[src/rtl/reduce_pkg.sv]
// Shared constants for the reduce-stage accumulator.
// Combine modes and clear-sweep FSM encoding.
package reduce_pkg;

  localparam int REDUCE_MODE_ADD = 0;
  localparam int REDUCE_MODE_MAX = 1;

  typedef enum logic {
    ST_CLEAR = 1'b0,
    ST_IDLE  = 1'b1
  } reduce_state_t;

endpackage

[src/rtl/reduce_sdp_ram.sv]
// Simple dual-port RAM: one write port,
// one registered read port with enable.
module reduce_sdp_ram #(
  parameter int C_WIDTH     = 32,
  parameter int C_LOG_DEPTH = 4
) (
  input  logic                   i_clk,
  input  logic                   i_rst,
  input  logic                   i_we,
  input  logic [C_LOG_DEPTH-1:0] i_waddr,
  input  logic [C_WIDTH-1:0]     i_wdata,
  input  logic                   i_re,
  input  logic [C_LOG_DEPTH-1:0] i_raddr,
  output logic [C_WIDTH-1:0]     o_rdata
);

  localparam int C_DEPTH = 1 << C_LOG_DEPTH;

  logic [C_WIDTH-1:0] mem [C_DEPTH];

  // write port; no reset, contents zeroed by the sweep
  always_ff @(posedge i_clk) begin
    if (i_we) mem[i_waddr] <= i_wdata;
  end

  // read port returns pre-write data on a same-edge collision
  always_ff @(posedge i_clk) begin
    if (i_rst)     o_rdata <= '0;
    else if (i_re) o_rdata <= mem[i_raddr];
  end

endmodule

[src/rtl/reduce_accum_bram.sv]
// Key-indexed accumulator RAM with RMW forwarding,
// host read port and a post-reset / on-demand clear sweep.
module reduce_accum_bram
  import reduce_pkg::*;
#(
  parameter int C_WIDTH     = 32,
  parameter int C_DIN_WIDTH = 16,
  parameter int C_LOG_DEPTH = 4,
  parameter int C_MODE      = 0,
  parameter int C_SAT       = 1
) (
  input  logic                   i_clk,
  input  logic                   i_rst,
  input  logic                   i_upd_valid,
  input  logic [C_LOG_DEPTH-1:0] i_upd_key,
  input  logic [C_DIN_WIDTH-1:0] i_upd_data,
  output logic                   o_upd_ready,
  input  logic                   i_clr,
  output logic                   o_busy,
  input  logic                   i_ce,
  input  logic [C_LOG_DEPTH-1:0] i_raddr,
  output logic [C_WIDTH-1:0]     o_rdata,
  output logic                   o_rvalid,
  output logic                   o_sat,
  output logic                   o_err
);

  localparam int C_DEPTH = 1 << C_LOG_DEPTH;
  localparam logic [C_LOG_DEPTH-1:0] C_LAST =
    C_LOG_DEPTH'(C_DEPTH - 1);

  reduce_state_t state;
  reduce_state_t state_nx;

  logic [C_LOG_DEPTH-1:0] cnt;
  logic                   sweep_we;

  logic                   accept;
  logic                   s1_vld;
  logic [C_LOG_DEPTH-1:0] s1_key;
  logic [C_DIN_WIDTH-1:0] s1_data;

  logic                   wb_vld;
  logic [C_LOG_DEPTH-1:0] wb_key;
  logic [C_WIDTH-1:0]     wb_val;

  logic [C_WIDTH-1:0]     ram_q;
  logic [C_WIDTH-1:0]     old_val;
  logic [C_WIDTH-1:0]     din_ext;
  logic [C_WIDTH:0]       sum;
  logic                   carry;
  logic [C_WIDTH-1:0]     new_val;

  logic                   ram_we;
  logic [C_LOG_DEPTH-1:0] ram_waddr;
  logic [C_WIDTH-1:0]     ram_wdata;

  assign o_busy      = (state == ST_CLEAR);
  assign o_upd_ready = (state == ST_IDLE) & ~i_clr;
  assign accept      = i_upd_valid & o_upd_ready;

  // state register; reset restarts the sweep
  always_ff @(posedge i_clk) begin
    if (i_rst) state <= ST_CLEAR;
    else       state <= state_nx;
  end

  // next state and sweep write strobe
  always_comb begin
    state_nx = state;
    sweep_we = 1'b0;
    unique case (1'b1)
      (state == ST_CLEAR): begin
        sweep_we = 1'b1;
        if (cnt == C_LAST) state_nx = ST_IDLE;
      end
      (state == ST_IDLE): begin
        if (i_clr) state_nx = ST_CLEAR;
      end
      default: ;
    endcase
  end

  // sweep index; wraps to 0 ready for the next sweep
  always_ff @(posedge i_clk) begin
    if (i_rst)         cnt <= '0;
    else if (sweep_we) cnt <= cnt + 1'b1;
  end

  // S1 capture and write-back forwarding registers
  always_ff @(posedge i_clk) begin
    if (i_rst) begin
      s1_vld <= 1'b0;
      wb_vld <= 1'b0;
    end else begin
      s1_vld <= accept;
      wb_vld <= s1_vld;
    end
    if (accept) begin
      s1_key  <= i_upd_key;
      s1_data <= i_upd_data;
    end
    wb_key <= s1_key;
    wb_val <= new_val;
  end

  // combine: forward last write when RAM read is stale
  always_comb begin
    old_val = ram_q;
    if (wb_vld && (wb_key == s1_key)) old_val = wb_val;
    din_ext = C_WIDTH'(s1_data);
    sum     = {1'b0, old_val} + {1'b0, din_ext};
    carry   = sum[C_WIDTH];
    new_val = sum[C_WIDTH-1:0];
    if (C_MODE == REDUCE_MODE_MAX) begin
      carry   = 1'b0;
      new_val = (din_ext > old_val) ? din_ext : old_val;
    end else if (carry && (C_SAT != 0)) begin
      new_val = '1;
    end
  end

  // write mux: a pending update wins over the sweep
  always_comb begin
    ram_we    = s1_vld | sweep_we;
    ram_waddr = cnt;
    ram_wdata = '0;
    if (s1_vld) begin
      ram_waddr = s1_key;
      ram_wdata = new_val;
    end
  end

  // sticky overflow and dropped-update flags
  always_ff @(posedge i_clk) begin
    if (i_rst) begin
      o_sat <= 1'b0;
      o_err <= 1'b0;
    end else begin
      if (s1_vld && carry)              o_sat <= 1'b1;
      if (i_upd_valid && !o_upd_ready) o_err <= 1'b1;
    end
  end

  // host read valid follows the sampled enable
  always_ff @(posedge i_clk) begin
    if (i_rst) o_rvalid <= 1'b0;
    else       o_rvalid <= i_ce;
  end

  reduce_sdp_ram #(
    .C_WIDTH     (C_WIDTH),
    .C_LOG_DEPTH (C_LOG_DEPTH)
  ) u_ram_rmw (
    .i_clk   (i_clk),
    .i_rst   (i_rst),
    .i_we    (ram_we),
    .i_waddr (ram_waddr),
    .i_wdata (ram_wdata),
    .i_re    (1'b1),
    .i_raddr (i_upd_key),
    .o_rdata (ram_q)
  );

  reduce_sdp_ram #(
    .C_WIDTH     (C_WIDTH),
    .C_LOG_DEPTH (C_LOG_DEPTH)
  ) u_ram_host (
    .i_clk   (i_clk),
    .i_rst   (i_rst),
    .i_we    (ram_we),
    .i_waddr (ram_waddr),
    .i_wdata (ram_wdata),
    .i_re    (i_ce),
    .i_raddr (i_raddr),
    .o_rdata (o_rdata)
  );

endmodule

[config.mk]
export PLATFORM = sky130hd
export DESIGN_NAME = reduce_accum_bram
export DESIGN_NICKNAME = d
export VERILOG_FILES = /design/src/rtl/reduce_pkg.sv /design/src/rtl/reduce_sdp_ram.sv /design/src/rtl/reduce_accum_bram.sv
export SDC_FILE = /design/constraint.sdc
export NUM_CORES = 1
export LEC_CHECK = 0
export CAP_MARGIN = 0
export CORE_MARGIN = 2
export CORE_UTILIZATION = 45
export CTS_BUF_LIST = sky130_fd_sc_hd__clkbuf_4 sky130_fd_sc_hd__clkbuf_8 sky130_fd_sc_hd__clkbuf_16
export CTS_CLUSTER_DIAMETER = 80
export CTS_CLUSTER_SIZE = 25
export DETAILED_ROUTE_END_ITERATION = 8
export PLACE_DENSITY_LB_ADDON = 0.25
export SYNTH_ARGS = -nofsm -noshare
export SYNTH_HDL_FRONTEND = slang
export SYNTH_SLANG_ARGS = --single-unit
[constraint.sdc]
create_clock -name i_clk -period 4.8 [get_ports i_clk]
set_input_delay 0.96 -clock i_clk [delete_from_list [all_inputs] [get_ports i_clk]]
set_output_delay 0.96 -clock i_clk [all_outputs]
set_load 0.01 [all_outputs]
==> results.sh, run 1 <==
export IMPL_crit_path_end_kind="register"
export IMPL_num_io_pins=66
export IMPL_clkSinkCount=642
export IMPL_crit_type="reg -> reg"
export IMPL_grt_pass1_wl_mm=107
export IMPL_hold_end="wb_key[2]"
export IMPL_r2r_end="u_ram_rmw.mem[3][20]"
export IMPL_syn_nets=1565
export IMPL_peakVddDrop_mv=0.243
export IMPL_row_count=92
export IMPL_hold_viol=0
export IMPL_drv_slew=0
export IMPL_slew_headroom=0.237
export IMPL_final_util=0.507
export IMPL_place_gp_congestion=0.850
export IMPL_synth_edf_count=532
export IMPL_grt_pass1_vias=16000
export IMPL_max_stage_delay_ns=0.61
export IMPL_rr_startpoint="s1_key[0]"
export IMPL_p_per_area_nw_per_um2=328
export IMPL_max_freq_mhz=221
export IMPL_antenna_found_initial=0
export IMPL_r2r_slack_ns=0.28
export IMPL_drcViolationCount=0
export IMPL_postCtsSetupBuffers=0
export IMPL_hpwlAfterDp_mm=42.8
export IMPL_cp_slowest_cell="or4_1"
export IMPL_grt_max_degree=62
export IMPL_synth_flop_cell="edfxtp_1"
export IMPL_fp_coreArea_um2=63300
export IMPL_use_met1=0.318
export IMPL_yosys_area_top_type="edfxtp_1"
export IMPL_cts_htree_levels=2
export IMPL_outcome="finished, final reports clean"
export IMPL_synth_seq_area_share=0.629
export IMPL_finalClockSkew_ns=0.0399
export IMPL_cts_tree="built"
export IMPL_p_leak_uw=0.00956
export IMPL_wl_per_cell_um=29.8
export IMPL_cp_data_arrival_time_ns=4.82
export IMPL_clkLatencyLatePin_ns=0.61
export IMPL_netlist_cell_type_count=56
export IMPL_postSynthAreaPerCell_um2=19.0
export IMPL_yosysWarnings=0
export IMPL_dr_pass1_iters=5
export IMPL_die_area_um2=66200
export IMPL_crit_path_start_kind="register"
export IMPL_yosys_top_cells_count="edfxtp_1, mux4_2, dfxtp_1"
export IMPL_diodes=0
export IMPL_die_h_um=257
export IMPL_synth_area_um2=28900
export IMPL_synth_most_common_cell="edfxtp_1"
export IMPL_clk_pin_slew_ns=0.09
export IMPL_min_path_type="reg -> reg"
export IMPL_async_flop_share=0
export IMPL_path_cells="xnor2_1 -> nand2_1 -> nor4_4 -> mux2_2 -> ha_1 -> inv_1 -> fa_1 -> nor2b_1 -> o2111ai_1 -> nand3b_1 -> a21oi_1 -> or4_1 -> buf_12 -> o21ai_1 -> and2_1"
export IMPL_timing_final_crit_share=0.941
export IMPL_vias=15400
export IMPL_grt_util_met3=0.0270
export IMPL_syn_instance_count=1518
export IMPL_port_buffers=65
export IMPL_gr_usage_met2=0.365
export IMPL_cts_root_buf="clkbuf_16"
export IMPL_cap_violations=0
export IMPL_cts_buffers=34
export IMPL_fin_setup_tns_ns=0
export IMPL_ant_nets=0
export IMPL_grt_remaining_overflow=0
export IMPL_worstMarginPinSlew_ns=1.14
export IMPL_layout_nets=1626
export IMPL_min_delay_start="s1_key[2]"
export IMPL_required_ns=5.10
export IMPL_critPathMaxFanout=27
export IMPL_die_w_um=257
export IMPL_ys_ff_latch=642
export IMPL_period_minus_slack_ns=4.52
export IMPL_syn_to_final_growth_pct=11.2
export IMPL_synth_top_area_share=0.553
export IMPL_grt_busiest_layer="met2"
export IMPL_synthTopCellsByArea="edfxtp_1, mux4_2, dfxtp_1"
export IMPL_wl_mm=73.0
export IMPL_clk_path_buf_depth=3
export IMPL_fin_area_um2=32100
export IMPL_finalSetupViolCount=0
export IMPL_initial_core_util=0.456
export IMPL_rsz0062_at_grt="no"
export IMPL_placed_area_um2=31000
export IMPL_drt_iter0_markers=1619
export IMPL_drive_above_1_share=0.318
export IMPL_hold_depth=0
export IMPL_ff2ff_path_depth=15
export IMPL_post_drt_via_cell_ratio=6.27
export IMPL_grt_usage=0.224
[layout by cell type, fill, tap and decap left out, drive strengths merged, types with 10 or more instances in the layout]
cell / n
xnor2: 11
buf: 71
clkbuf: 47
edfxtp: 532
mux2: 24
nand4: 11
and2: 22
ha: 17
xor2: 14
clkdlybuf4s50: 55
mux4: 320
nor2b: 43
mux2i: 53
a21oi: 15
nor3: 11
and3: 10
inv: 18
a31oi: 11
nor2: 77
nand2: 40
a21boi: 11
o21ai: 13
nand3: 12
dfxtp: 110
[metrics by stage]
stage / total power [µW] / hold WS (ns) / cells / setup slack, ns
finish: 10500 / 0.485 / 2451 / 0.281
global route: 10900 / 0.519 / 2451 / 0.00659
CTS: 10600 / 0.477 / 2451 / 0.314
global placement: 7300 / 0.447 / 2389 / 0.419
detailed placement: 7320 / 0.457 / 2389 / 0.338
floorplan: 6950 / 0.429 / 1518 / 0.0320
[timing repair]
| action | CTS | global route |
|---|---|---|
| gates resized for setup | 0 | 2 |
| hold buffers | 0 | 0 |
| endpoints found under the setup margin | 0 | 32 |
[state kept, by name (all words and copies together) (netlist names)]
signal,flops
s1_vld,1
wb_vld,1
o_sat,1
cnt,4
s1_data,16
wb_val,32
state,1
u_ram_host.mem,32
u_ram_rmw.o_rdata,32
u_ram_host.o_rdata,32
s1_key,4
u_ram_rmw.mem,480
o_err,1
wb_key,4
o_rvalid,1
[worst max-delay path by stage]
stage | end | cells after the start | start
floorplan | u_ram_host.mem[11][31] | 17 | s1_key[0]
global placement | u_ram_rmw.mem[10][31] | 13 | s1_key[0]
detailed placement | u_ram_rmw.mem[12][20] | 15 | s1_key[0]
CTS | u_ram_host.mem[11][19] | 15 | s1_key[0]
global route | u_ram_rmw.mem[3][20] | 15 | s1_key[0]
finish | u_ram_rmw.mem[3][20] | 15 | s1_key[0]
[power by group]
part / switching (µW) / internal [µW]
clock: 1840 / 1500
combinational: 495 / 464
sequential: 86.3 / 6140
total: 2420 / 8100
[cell families after synthesis]
family                     share of synthesized area
xor gates and xnor gates                     0.00758
muxes                                          0.277
adders and majority gates                    0.00806
DFF                                            0.629
and+or+nand+nor                               0.0432
AOI/OAI and AO/OA                             0.0185
buffers and inverters                         0.0159
[critical path: cells and delay by family, from the launching register on]
kind | cells | cell delay, ns
and+or+nand+nor | 6 | 2.09
adders and majority gates | 2 | 0.57
muxes | 1 | 0.24
xor gates and xnor gates | 1 | 0.15
AOI/OAI and AO/OA | 3 | 0.48
DFF | 1 | 0.41
buffers and inverters | 2 | 0.28
[area by class of cell]
class	count	area, µm²
Clock buffer	45	940
Clock inverter	17	168
Fill cell	5045	31200
Inverter	11	41.3
Multi-Input combinational cell	762	10400
Sequential cell	642	18200
Tap cell	846	1060
Timing Repair Buffer	128	1320
[metal layers]
| layer | part of all wire | routed length [µm] |
|---|---|---|
| met1 | 0.42 | 30300 |
| met2 | 0.49 | 35600 |
| met3 | 0.069 | 5010 |
| met4 | 0.028 | 2040 |
| met5 | 0 | 0 |
No activity file was read; power rests on OpenSTA's default activity.
==> inputs of run 2 (changes only) <==
--- a/config.mk
+++ b/config.mk
@@ -13,6 +13,7 @@
 export CTS_CLUSTER_SIZE = 25
 export DETAILED_ROUTE_END_ITERATION = 8
 export PLACE_DENSITY_LB_ADDON = 0.25
+export SKIP_CTS_REPAIR_TIMING = 1
 export SYNTH_ARGS = -nofsm -noshare
 export SYNTH_HDL_FRONTEND = slang
 export SYNTH_SLANG_ARGS = --single-unit
==> results of run 2 <==
The final DEF is identical to that of run 1; final timing and power are the same.
==> inputs of run 3 (changes only) <==
--- a/config.mk
+++ b/config.mk
@@ -7,7 +7,7 @@
 export LEC_CHECK = 0
 export CAP_MARGIN = 0
 export CORE_MARGIN = 2
-export CORE_UTILIZATION = 45
+export CORE_UTILIZATION = 30
 export CTS_BUF_LIST = sky130_fd_sc_hd__clkbuf_4 sky130_fd_sc_hd__clkbuf_8 sky130_fd_sc_hd__clkbuf_16
 export CTS_CLUSTER_DIAMETER = 80
 export CTS_CLUSTER_SIZE = 25
==> run 3 against run 2 <==
Net effect:
- via count decreased by 0.46%
- sequential cell count did not move
- global-route usage is 6.4 points lower
- fmax grew 1.7%
- core utilization down 16 points
- first-iteration DRC count shrank 8.6%
- cell count is 18% higher
==> results.sh, run 3 (synthesis gave the netlist of run 1 again) <==
export IMPL_p_per_area_nw_per_um2=336
export IMPL_rr_startpoint="s1_key[0]"
export IMPL_crit_path_start="s1_key[0]"
export IMPL_place_gp_congestion=0.829
export IMPL_antenna_found_initial=1
export IMPL_drive_above_1_share=0.336
export IMPL_finalClockSkew_ns=0.0275
export IMPL_finalSetupViolCount=0
export IMPL_clkLatencyLatePin_ns=0.59
export IMPL_cp_data_arrival_time_ns=4.88
export IMPL_cts_htree_levels=2
export IMPL_max_freq_mhz=225
export IMPL_die_h_um=314
export IMPL_post_drt_via_cell_ratio=5.30
export IMPL_vias=15300
export IMPL_initial_core_util=0.304
export IMPL_slew_headroom=0.280
export IMPL_fp_coreArea_um2=95200
export IMPL_peakVddDrop_mv=0.235
export IMPL_fin_cells=2887
export IMPL_crit_top_cell="buf_12"
export IMPL_ant_nets=0
export IMPL_drv_slew=0
export IMPL_wl_mm=78.2
export IMPL_finalPower_uw=11100
export IMPL_dr_pass1_iters=7
export IMPL_min_path_type="reg -> reg"
export IMPL_crit_path_start_kind="register"
export IMPL_grt_remaining_overflow=0
export IMPL_layout_commonest_cell="edfxtp_1"
export IMPL_crit_path_end_kind="register"
export IMPL_dp_cells=2817
export IMPL_die_w_um=314
export IMPL_drt_iter0_markers=1480
export IMPL_clkSinkCount=642
export IMPL_required_ns=5.23
export IMPL_die_area_um2=98800
export IMPL_regMostFlops="u_ram_rmw.mem"
export IMPL_clk_path_buf_depth=3
export IMPL_drcViolationCount=0
export IMPL_r2r_end="u_ram_rmw.mem[5][13]"
export IMPL_r2r_slack_ns=0.36
export IMPL_cts_tree="built"
export IMPL_largest_register_ffs=480
export IMPL_hpwlAfterDp_mm=45.4
export IMPL_p_leak_uw=0.00975
export IMPL_fin_setup_tns_ns=0
export IMPL_row_count=113
export IMPL_outcome="finished, final reports clean"
export IMPL_cts_root_buf="clkbuf_16"
export IMPL_wl_per_cell_um=27.1
export IMPL_endpoint="u_ram_rmw.mem[5][13]"
export IMPL_ff2ff_path_depth=16
export IMPL_crit_buf_inv=4
export IMPL_worstMarginPinSlew_ns=1.07
export IMPL_num_io_pins=66
export IMPL_clk_pin_slew_ns=0.10
export IMPL_grt_pass1_wl_mm=114
export IMPL_critPathMaxFanout=16
export IMPL_timing_final_crit_share=0.926
export IMPL_cp_depth=16
export IMPL_rsz0062_at_grt="no"
export IMPL_max_stage_delay_ns=0.65
export IMPL_path_cells="xnor2_1 -> nand2_1 -> nor4_4 -> buf_6 -> mux2_2 -> ha_1 -> nor2b_1 -> o2111ai_1 -> nand3b_1 -> a21oi_1 -> buf_12 -> or4_1 -> buf_12 -> o21ai_1 -> and2_1 -> buf_4"
export IMPL_cp_slowest_cell="or4_1"
export IMPL_grt_max_degree=85
export IMPL_layout_nets=1641
export IMPL_cts_buffers=40
export IMPL_period_minus_slack_ns=4.44
export IMPL_grt_pass1_vias=16100
export IMPL_cap_violations=0
export IMPL_layout_common_cells="edfxtp_1, mux4_2, dfxtp_1"
export IMPL_cp_top_family="simple AND/OR/NAND/NOR gates"
export IMPL_crit_type="reg -> reg"
export IMPL_syn_to_final_growth_pct=14.2
export IMPL_diodes=0
export IMPL_hold_viol=0
export IMPL_port_buffers=65
export IMPL_grt_usage=0.159
[run 3: cell types whose count changed in the layout (fill, tap and decap cells not counted), sizes merged]
cell      previous run  this run
buf                 71        80
clkbuf              47        48
clkinv               7        10
clkinvlp             2         0
inv                 18        24
[run 3: cell type report]
type                    count  area [µm²]
fillers                  8809       62200
multi-input cells         762       10400
clock inverters            24         312
clock buffers              46        1070
inverters                  11        41.3
flip-flops and latches    642       18200
well taps                1265        1580
repair buffers            137        1370
[run 3: where the power goes]
group          switching, µW  total, µW  internal (µW)
clock network           2090       3870           1780
logic                    514        980            466
registers               83.8       6220           6140
[run 3: worst min-delay path by stage]
stage                          startpoint                     to  slack [ns]  cells after the start
detailed placement              s1_key[1]              wb_key[1]        0.46                      0
global route        u_ram_host.o_rdata[3]  u_ram_host.o_rdata[3]        0.51                      2
global placement                s1_key[2]              wb_key[2]        0.45                      0
floorplan                       s1_key[2]              wb_key[2]        0.43                      0
CTS                             s1_key[2]              wb_key[2]        0.48                      0
finish                              o_err                  o_err        0.48                      2
[run 3: worst min-delay path, stage by stage (launching register included)]
cell and delay (ns):
dfxtp_1 0.34, a21oi_1 0.04, nor2_1 0.07
[run 3: through the flow]
step	util	hold WS, ns	setup slack, ns	cell area (µm²)
after floorplan	-	0.429	0.0320	28900
after global placement	0.332	0.446	0.0919	31600
after detailed placement	0.332	0.459	-0.0849	31600
after CTS	0.346	0.483	-0.136	32900
after global routing	0.347	0.515	0.000731	33000
final	0.347	0.480	0.356	33000
[run 3: per-layer routing]
| layer | wire length [µm] | GRT usage | vias up |
|---|---|---|---|
| met5 | 0 | 0 | - |
| met3 | 4340 | 0.0273 | 93 |
| met1 | 35700 | 0.232 | 8350 |
| met2 | 36700 | 0.250 | 398 |
| met4 | 1440 | 0.0331 | 0 |
| li1 | - | - | 6451 |
